==> src/rtl/booth_mult_if.sv <==
// Operand/result bundle for booth_mult: start strobe with operands in, pulsed product out.
interface booth_mult_if #(
    parameter int unsigned WIDTH_INPUT  = 16,
    parameter int unsigned WIDTH_OUTPUT = 32
) ();
    logic [WIDTH_INPUT-1:0]  in_a;
    logic [WIDTH_INPUT-1:0]  in_b;
    logic                    valid_in;
    logic                    valid_out;
    logic [WIDTH_OUTPUT-1:0] product;

    modport master (
        output in_a,
        output in_b,
        output valid_in,
        input  valid_out,
        input  product
    );

    modport slave (
        input  in_a,
        input  in_b,
        input  valid_in,
        output valid_out,
        output product
    );
endinterface

==> src/rtl/booth_mult.sv <==
// Sequential signed Booth multiplier, radix-2 by default.
// Define BOOTH_RADIX4_EN for modified-Booth radix-4 recoding (half the iterations).
module booth_mult #(
    parameter int unsigned WIDTH_INPUT  = 16,
    parameter int unsigned WIDTH_OUTPUT = 32
) (
    input  logic         clk,
    input  logic         reset,
    booth_mult_if.slave  bus
);

`ifdef BOOTH_RADIX4_EN
    localparam int unsigned AW    = WIDTH_INPUT + 2;
    localparam int unsigned ITERS = WIDTH_INPUT / 2;
`else
    localparam int unsigned AW    = WIDTH_INPUT + 1;
    localparam int unsigned ITERS = WIDTH_INPUT;
`endif
    localparam int unsigned CNT_W = $clog2(ITERS + 1);

    typedef enum logic [1:0] {IDLE, CALC, DONE} state_e;

    state_e                  state_q, state_d;
    logic [WIDTH_INPUT-1:0]  m_q, m_d;
    logic [AW-1:0]           a_q, a_d;
    logic [WIDTH_INPUT-1:0]  q_q, q_d;
    logic                    qm1_q, qm1_d;
    logic [CNT_W-1:0]        cnt_q, cnt_d;
    logic [WIDTH_OUTPUT-1:0] product_q, product_d;
    logic                    valid_out_q, valid_out_d;

    logic [AW-1:0]           m_ext;
    logic [AW-1:0]           a_sum;
    logic [AW-1:0]           a_next;
    logic [WIDTH_INPUT-1:0]  q_next;
    logic                    qm1_next;

    assign m_ext = {{(AW-WIDTH_INPUT){m_q[WIDTH_INPUT-1]}}, m_q};

    // One Booth step: recode, add/subtract into A, then arithmetic shift of {A, Q, Q-1}.
    always_comb begin
        a_sum = a_q;
`ifdef BOOTH_RADIX4_EN
        case ({q_q[1:0], qm1_q})
            3'b001, 3'b010: a_sum = a_q + m_ext;
            3'b011:         a_sum = a_q + {m_ext[AW-2:0], 1'b0};
            3'b100:         a_sum = a_q - {m_ext[AW-2:0], 1'b0};
            3'b101, 3'b110: a_sum = a_q - m_ext;
            default:        a_sum = a_q;
        endcase
        a_next   = {{2{a_sum[AW-1]}}, a_sum[AW-1:2]};
        q_next   = {a_sum[1:0], q_q[WIDTH_INPUT-1:2]};
        qm1_next = q_q[1];
`else
        case ({q_q[0], qm1_q})
            2'b01:   a_sum = a_q + m_ext;
            2'b10:   a_sum = a_q - m_ext;
            default: a_sum = a_q;
        endcase
        a_next   = {a_sum[AW-1], a_sum[AW-1:1]};
        q_next   = {a_sum[0], q_q[WIDTH_INPUT-1:1]};
        qm1_next = q_q[0];
`endif
    end

    // Next-state and datapath control.
    always_comb begin
        state_d     = state_q;
        m_d         = m_q;
        a_d         = a_q;
        q_d         = q_q;
        qm1_d       = qm1_q;
        cnt_d       = cnt_q;
        product_d   = product_q;
        valid_out_d = 1'b0;
        case (state_q)
            IDLE: begin
                if (bus.valid_in) begin
                    state_d = CALC;
                    m_d     = bus.in_a;
                    q_d     = bus.in_b;
                    a_d     = '0;
                    qm1_d   = 1'b0;
                    cnt_d   = CNT_W'(ITERS);
                end
            end
            CALC: begin
                if (cnt_q != '0) begin
                    a_d   = a_next;
                    q_d   = q_next;
                    qm1_d = qm1_next;
                    cnt_d = cnt_q - CNT_W'(1);
                end else begin
                    state_d     = DONE;
                    product_d   = WIDTH_OUTPUT'({a_q, q_q});
                    valid_out_d = 1'b1;
                end
            end
            DONE:    state_d = IDLE;
            default: state_d = IDLE;
        endcase
    end

    always_ff @(posedge clk or negedge reset) begin
        if (!reset) begin
            state_q     <= IDLE;
            m_q         <= '0;
            a_q         <= '0;
            q_q         <= '0;
            qm1_q       <= 1'b0;
            cnt_q       <= '0;
            product_q   <= '0;
            valid_out_q <= 1'b0;
        end else begin
            state_q     <= state_d;
            m_q         <= m_d;
            a_q         <= a_d;
            q_q         <= q_d;
            qm1_q       <= qm1_d;
            cnt_q       <= cnt_d;
            product_q   <= product_d;
            valid_out_q <= valid_out_d;
        end
    end

    assign bus.valid_out = valid_out_q;
    assign bus.product   = product_q;

endmodule

==> src/flat_wrapper.sv <==
// flat-port wrapper written by rule: the top's interface ports become plain ports
module booth_mult_flat 
#(
    parameter int unsigned WIDTH_INPUT  = 16,
    parameter int unsigned WIDTH_OUTPUT = 32
)
  (clk, reset, bus_in_a, bus_in_b, bus_valid_in, bus_valid_out, bus_product);
  booth_mult_if #(.WIDTH_INPUT(WIDTH_INPUT), .WIDTH_OUTPUT(WIDTH_OUTPUT)) bus_i ();
  input  logic clk;
  input  logic reset;
  input wire logic [$bits(bus_i.in_a)-1:0] bus_in_a;
  input wire logic [$bits(bus_i.in_b)-1:0] bus_in_b;
  input wire logic [$bits(bus_i.valid_in)-1:0] bus_valid_in;
  output wire logic [$bits(bus_i.valid_out)-1:0] bus_valid_out;
  output wire logic [$bits(bus_i.product)-1:0] bus_product;
  assign bus_i.in_a = bus_in_a;
  assign bus_i.in_b = bus_in_b;
  assign bus_i.valid_in = bus_valid_in;
  assign bus_valid_out = bus_i.valid_out;
  assign bus_product = bus_i.product;
  booth_mult #(.WIDTH_INPUT(WIDTH_INPUT), .WIDTH_OUTPUT(WIDTH_OUTPUT)) u_core (.clk(clk), .reset(reset), .bus(bus_i));
endmodule
==> config.mk <==
export PLATFORM = sky130hd
export DESIGN_NAME = booth_mult_flat
export DESIGN_NICKNAME = d
export VERILOG_FILES = /design/src/rtl/booth_mult_if.sv /design/src/rtl/booth_mult.sv /design/src/flat_wrapper.sv
export SDC_FILE = /design/constraint.sdc
export NUM_CORES = 1
export LEC_CHECK = 0
export ABC_AREA = 1
export CAP_MARGIN = 0
export CELL_PAD_IN_SITES_DETAIL_PLACEMENT = 1
export CELL_PAD_IN_SITES_GLOBAL_PLACEMENT = 1
export CORE_UTILIZATION = 45
export DETAILED_ROUTE_END_ITERATION = 12
export GPL_ROUTABILITY_DRIVEN = 0
export GPL_TIMING_DRIVEN = 0
export PLACE_DENSITY_LB_ADDON = 0.1
export RECOVER_POWER = 50
export SETUP_SLACK_MARGIN = 0.1
export SLEW_MARGIN = 25
export SYNTH_ARGS = -nofsm -noshare
export SYNTH_HDL_FRONTEND = slang
export SYNTH_SLANG_ARGS = --single-unit
==> constraint.sdc <==
create_clock -name clk -period 5.6 [get_ports clk]
set_input_delay 1.4 -clock clk [delete_from_list [all_inputs] [get_ports clk]]
set_output_delay 1.4 -clock clk [all_outputs]
set_load 0.05 [all_outputs]
# Word-level counts from Yosys, hierarchy flattened
# Cells that the tools add are included.
[op_classes]
reduce_logical = 7
eq_ne = 6
bitwise = 1
muxes = 18
add_sub_neg = 3
[op_table]
columns = ["cell", "n"]
rows = [
  ["$pmux 17 s2", 2],
  ["$mux 17", 2],
  ["$mux 16", 2],
  ["$pmux 16 s2", 1],
  ["$add 17x17->17", 1],
  ["$sub 17x17->17", 1],
  ["$mux 5", 2],
  ["$pmux 5 s2", 1],
  ["$reduce_and 2->1", 3],
  ["$reduce_bool 5->1", 1],
  ["$sub 5x1->5 const B", 1],
  ["$eq 2x1->1 const B", 2],
  ["$mux 1", 4],
  ["$mux 2", 2],
  ["$ne 2x2->1 const B", 2],
  ["$pmux 2 s2", 1],
  ["$reduce_and 3->1", 1],
  ["$eq 2x2->1 const B", 1],
  ["$logic_not 2->1", 1],
  ["$ne 2x1->1 const B", 1],
  ["$pmux 1 s2", 1],
  ["$reduce_bool 2->1", 1],
  ["$not 1->1", 1],
]
[word_totals]
wordCells = 43
output_inout_bits = 33
reg_bits = 90
in_bits = 35

# Depth between registers and ports, before layout
[depth]
word_depth = 4
depth_mapped = 20
ltp_nobuf = 20

# Worst setup path after synthesis
# No wires, ideal clock.
[synth_path]
path_type = "flip-flop to flip-flop"
from = "register u_core.qm1_q"
to = "register u_core.a_q[14]"
t_required_ns = 5.483
stages_incl_launch_ff = 19
synth_period_minus_slack_ns = 2.568
setup_ns = 0.117
setup_slack_ns = 3.032
t_arrival_ns = 2.451
n_path_buf = 2
cell_sequence = "dfrtp_1 inv_1 ha_1 clkbuf_1 inv_1 clkbuf_1 o31ai_1 xnor2_1 inv_1 ha_1 a21o_1 a21oi_1 nand2_1 nand2_1 nand2_1 nand2_1 nand3_1 nand2_1 nand2_1"
[synth_between]
elab_chain_cells = 4
elab_cells_between_ends = 5
cone_classes = "eq/ne (2); mux (3)"
[synth_rtl]
columns = ["element", "line_no", "source"]
rows = [
  ["start, declared", "booth_mult.sv:27", "logic qm1_q, qm1_d;"],
  ["start signal, assigned", "booth_mult.sv:119", "qm1_q <= qm1_d;"],
  ["$eq 2x2->1 / $eq 2x1->1 (equally long branches)", "booth_mult.sv:55", "case ({q_q[0], qm1_q})"],
  ["$pmux 17 s2 (*)", "booth_mult.sv:55", ""],
  ["$mux 17 (*)", "booth_mult.sv:88", "if (cnt_q != '0) begin"],
  ["$pmux 17 s2 (*)", "booth_mult.sv:76", "case (state_q)"],
  ["end signal, assigned", "booth_mult.sv:108", "a_q <= '0;"],
  ["end signal, assigned", "booth_mult.sv:117", "a_q <= a_d;"],
  ["end, declared", "booth_mult.sv:25", "logic [AW-1:0] a_q, a_d;"],
]
# Mark *: on every way between the ends. The rest lies on a longest branch, timed or not. The select of a mux whose other input is x is not followed.
# A chain may end at the register's enable or synchronous reset.

# Worst setup path after layout
[layout_path]
from = "register u_core.cnt_q[0]"
to = "register u_core.product_q[28] (netlist: u_core.bus.product[28])"
[layout_between]
elab_chain_cells = 3
[layout_rtl]
columns = ["element", "line_no", "source"]
rows = [
  ["start, declared", "booth_mult.sv:28", "logic [CNT_W-1:0] cnt_q, cnt_d;"],
  ["start signal, assigned", "booth_mult.sv:120", "cnt_q <= cnt_d;"],
  ["$reduce_bool 5->1", "booth_mult.sv:88", ""],
  ["$not 1->1 (no source line)", "--", ""],
  ["$reduce_and 2->1 (no source line)", "--", ""],
  ["end signal, assigned", "booth_mult.sv:121", "product_q <= product_d;"],
  ["end, declared", "booth_mult.sv:29", "logic [WIDTH_OUTPUT-1:0] product_q, product_d;"],
]
# No other way between the ends.

==> impl_metrics.yaml <==
sta:
  slew_headroom_pct: -52.5
  rsz0062_at_grt: "no"
  worst_pin_slew_ns: 2.29
  setup_viol: 0
  period_share_pct: 57.5
  drv_slew: 39
  clock.fmax_mhz: 311
  worst_clock_skew_ns: 0.00617
  hold_viol: 0
  period_minus_slack_ns: 3.22
grt:
  grt_pass1_vias: 4905
  grt_pass1_wl_um: 23900
  globalRouteMet2Util_pct: 44.0
  grt_max_degree: 52
  top_usage_layer: "met2"
  antenna_found_initial: 0
  gr-usage-met1_pct: 34.7
  overflow: 0
  use_met3_pct: 4.06
  grt_use_total_pct: 26.6
critical_path:
  setup.worst_path.class: "reg -> reg"
  reg2reg_to: "u_core.bus.product[28]"
  cp_max_fo: 10
  critPathTopFamily: "simple AND/OR/NAND/NOR gates"
  cp-start-kind: "flop"
  crit_top_cell: "inv_1"
  cp_num_buf_inv: 5
  worstRegToRegCells: 10
  endpoint_kind: "flop"
  ff2ff_setup_slack_ns: 2.38
  required_ns: 5.81
  path_cells: "inv_1 > ha_1 > inv_1 > nor3_1 > inv_1 > or2_0 > nor2_1 > clkbuf_1 > clkbuf_1 > a21oi_1"
  rr_startpoint: "u_core.cnt_q[0]"
  crit_slowest_cell: "nor2_1"
  cpPeakStageDelay_ns: 0.71
  cp.arrival_ns: 3.43
finish:
  instances_no_fill: 854
  nets: 765
  syn2layout_area_growth_pct: 22.2
  diodes: 0
  drive_above_1_share_pct: 10.2
  fill_cells: 1378
yosys:
  yosysSeqAreaShare_pct: 43.1
  syn_nets: 686
  yosys-top-cells-area: "dfrtp_1 (43%), nand2_1 (12%), inv_1 (7.1%)"
  synth_top_area_share_pct: 43.1
  syn_inst: 631
  synth_cell_types: 39
  ys_ff_latch: 89
  synth_area_per_cell_sq_um: 8.18
  yosysTopAreaCell: "dfrtp_1"
  ys_warn_count: 0
  synth_area_sq_um: 5160
routing:
  drtIter0Drc: 127
  vias: 4535
  first_pass_iters: 4
  drc_errors: 0
  wl_per_cell_um: 16.7
  drtAntennaViolNets: 0
  wl_um: 14300
  viasPerCell: 5.31
floorplanning:
  dieArea_sq_um: 11900
  start_util_pct: 46.8
  die_w_um: 109
  pin_count: 68
  die_h_um: 109
  num_rows: 38
  core_sq_um: 11000
clocking:
  cts.htree.levels: 3
  hold_buffers: 0
  cts-root-buf: "clkbuf_16"
  cts.sinks: 89
  cts_buffer_depth: 2
  clkTransAtPathRegs_ns: 0.06
  cts_tree: "yes"
  clk_latency_ns: 0.35
  cts_repair_resize_count: 0
  cts_buffers: 9
  cts_setup_buffers: 0
min_path:
  hold_path.class: "reg -> reg"
  holdPathEnd: "u_core.bus.product[24]"
  hold_depth: 1
  worstHoldStart: "u_core.bus.product[24]"
run_status:
  violations: "max-capacitance violations, max-slew violations"
  status: "finished, violations left"
place:
  placedCellCount: 839
  dp_hpwl_um: 11100
  io_buffers: 67
job:
  maxCapViolations: 1
final cells by class:
class,instances,area (sq um),share of cell area [%]
clock inverters,4,76.3,1.21
repair buffers,68,692,11.0
flip-flops and latches,89,2230,35.3
plain buffers,20,115,1.82
well taps,140,175,2.78
inverters,100,375,5.95
multi-input cells,422,2410,38.1
clock buffers,11,243,3.85
placed cells by master (no fill, tap or decap), types with 14 or more instances in the layout:
master           count
inv_1               98
xor2_1              14
o21ai_2             17
dfrtp_1             89
mux2_2              16
nand2_1            166
a21oi_1             37
clkbuf_1            15
ha_1                19
o21ai_0             32
nor2_1              43
nand3_1             27
clkdlybuf4s50_1     66
kinds of logic after synthesis:
| group | count (synthesis) | synth area share, % |
|---|---|---|
| adders and majority gates | 20 | 4.99 |
| and+or+nand+nor | 249 | 19.8 |
| xor gates and xnor gates | 16 | 2.71 |
| buffers and inverters | 120 | 9.79 |
| AOI/OAI and AO/OA | 117 | 15.2 |
| muxes | 20 | 4.36 |
| DFF | 89 | 43.1 |
registers in the layout, summed over array words and instances (netlist names):
signal / flops
u_core.bus.product: 32
u_core.a_q: 16
u_core.m_q: 16
u_core.q_q: 16
u_core.cnt_q: 5
u_core.state_q: 2
u_core.bus.valid_out: 1
u_core.qm1_q: 1
through the flow:
step / hold WS [ns] / area, sq um / setup TNS, ns / worst slack [ns] / util (%)
CTS: 0.504 / 6360 / 0 / 2.41 / 57.6
floorplan: 0.475 / 5160 / 0 / 3.03 / -
global placement: 0.467 / 6010 / -8.72 / -0.104 / 54.5
detailed placement: 0.490 / 6040 / 0 / 2.45 / 54.7
finish: 0.499 / 6310 / 0 / 2.38 / 57.2
global route: 0.514 / 6310 / 0 / 2.06 / 57.2
worst max path at each step:
| stage | cells past startpoint | to | startpoint |
|---|---|---|---|
| floorplan | 18 | u_core.a_q[14] | u_core.qm1_q |
| global placement | 1 | u_core.bus.product[11] | reset |
| detailed placement | 19 | u_core.a_q[11] | u_core.qm1_q |
| CTS | 19 | u_core.a_q[11] | u_core.qm1_q |
| global route | 19 | u_core.a_q[11] | u_core.qm1_q |
| finish | 10 | u_core.bus.product[28] | u_core.cnt_q[0] |
routing by layer:
metal	routed length [um]	vias to the layer above
li1	-	2183
met1	6560	2248
met3	470	20
met4	302	0
met5	0	-
met2	6920	84
synth_stat cells (all sizes together):
cell,number
a21o,2
a21oi,37
a31oi,1
buf,10
clkbuf,10
clkinv,1
dfrtp,89
fa,1
ha,19
inv,99
mux2,20
nand2,168
nand3,27
nand4,3
nor2,44
nor3,4
o211ai,16
o21a,1
o21ai,50
o221ai,3
o22ai,5
o31ai,2
or2,3
xnor2,2
xor2,14
Power is not shown: default switching activity piles up to over one toggle a cycle in this logic, so the estimate is an artifact.
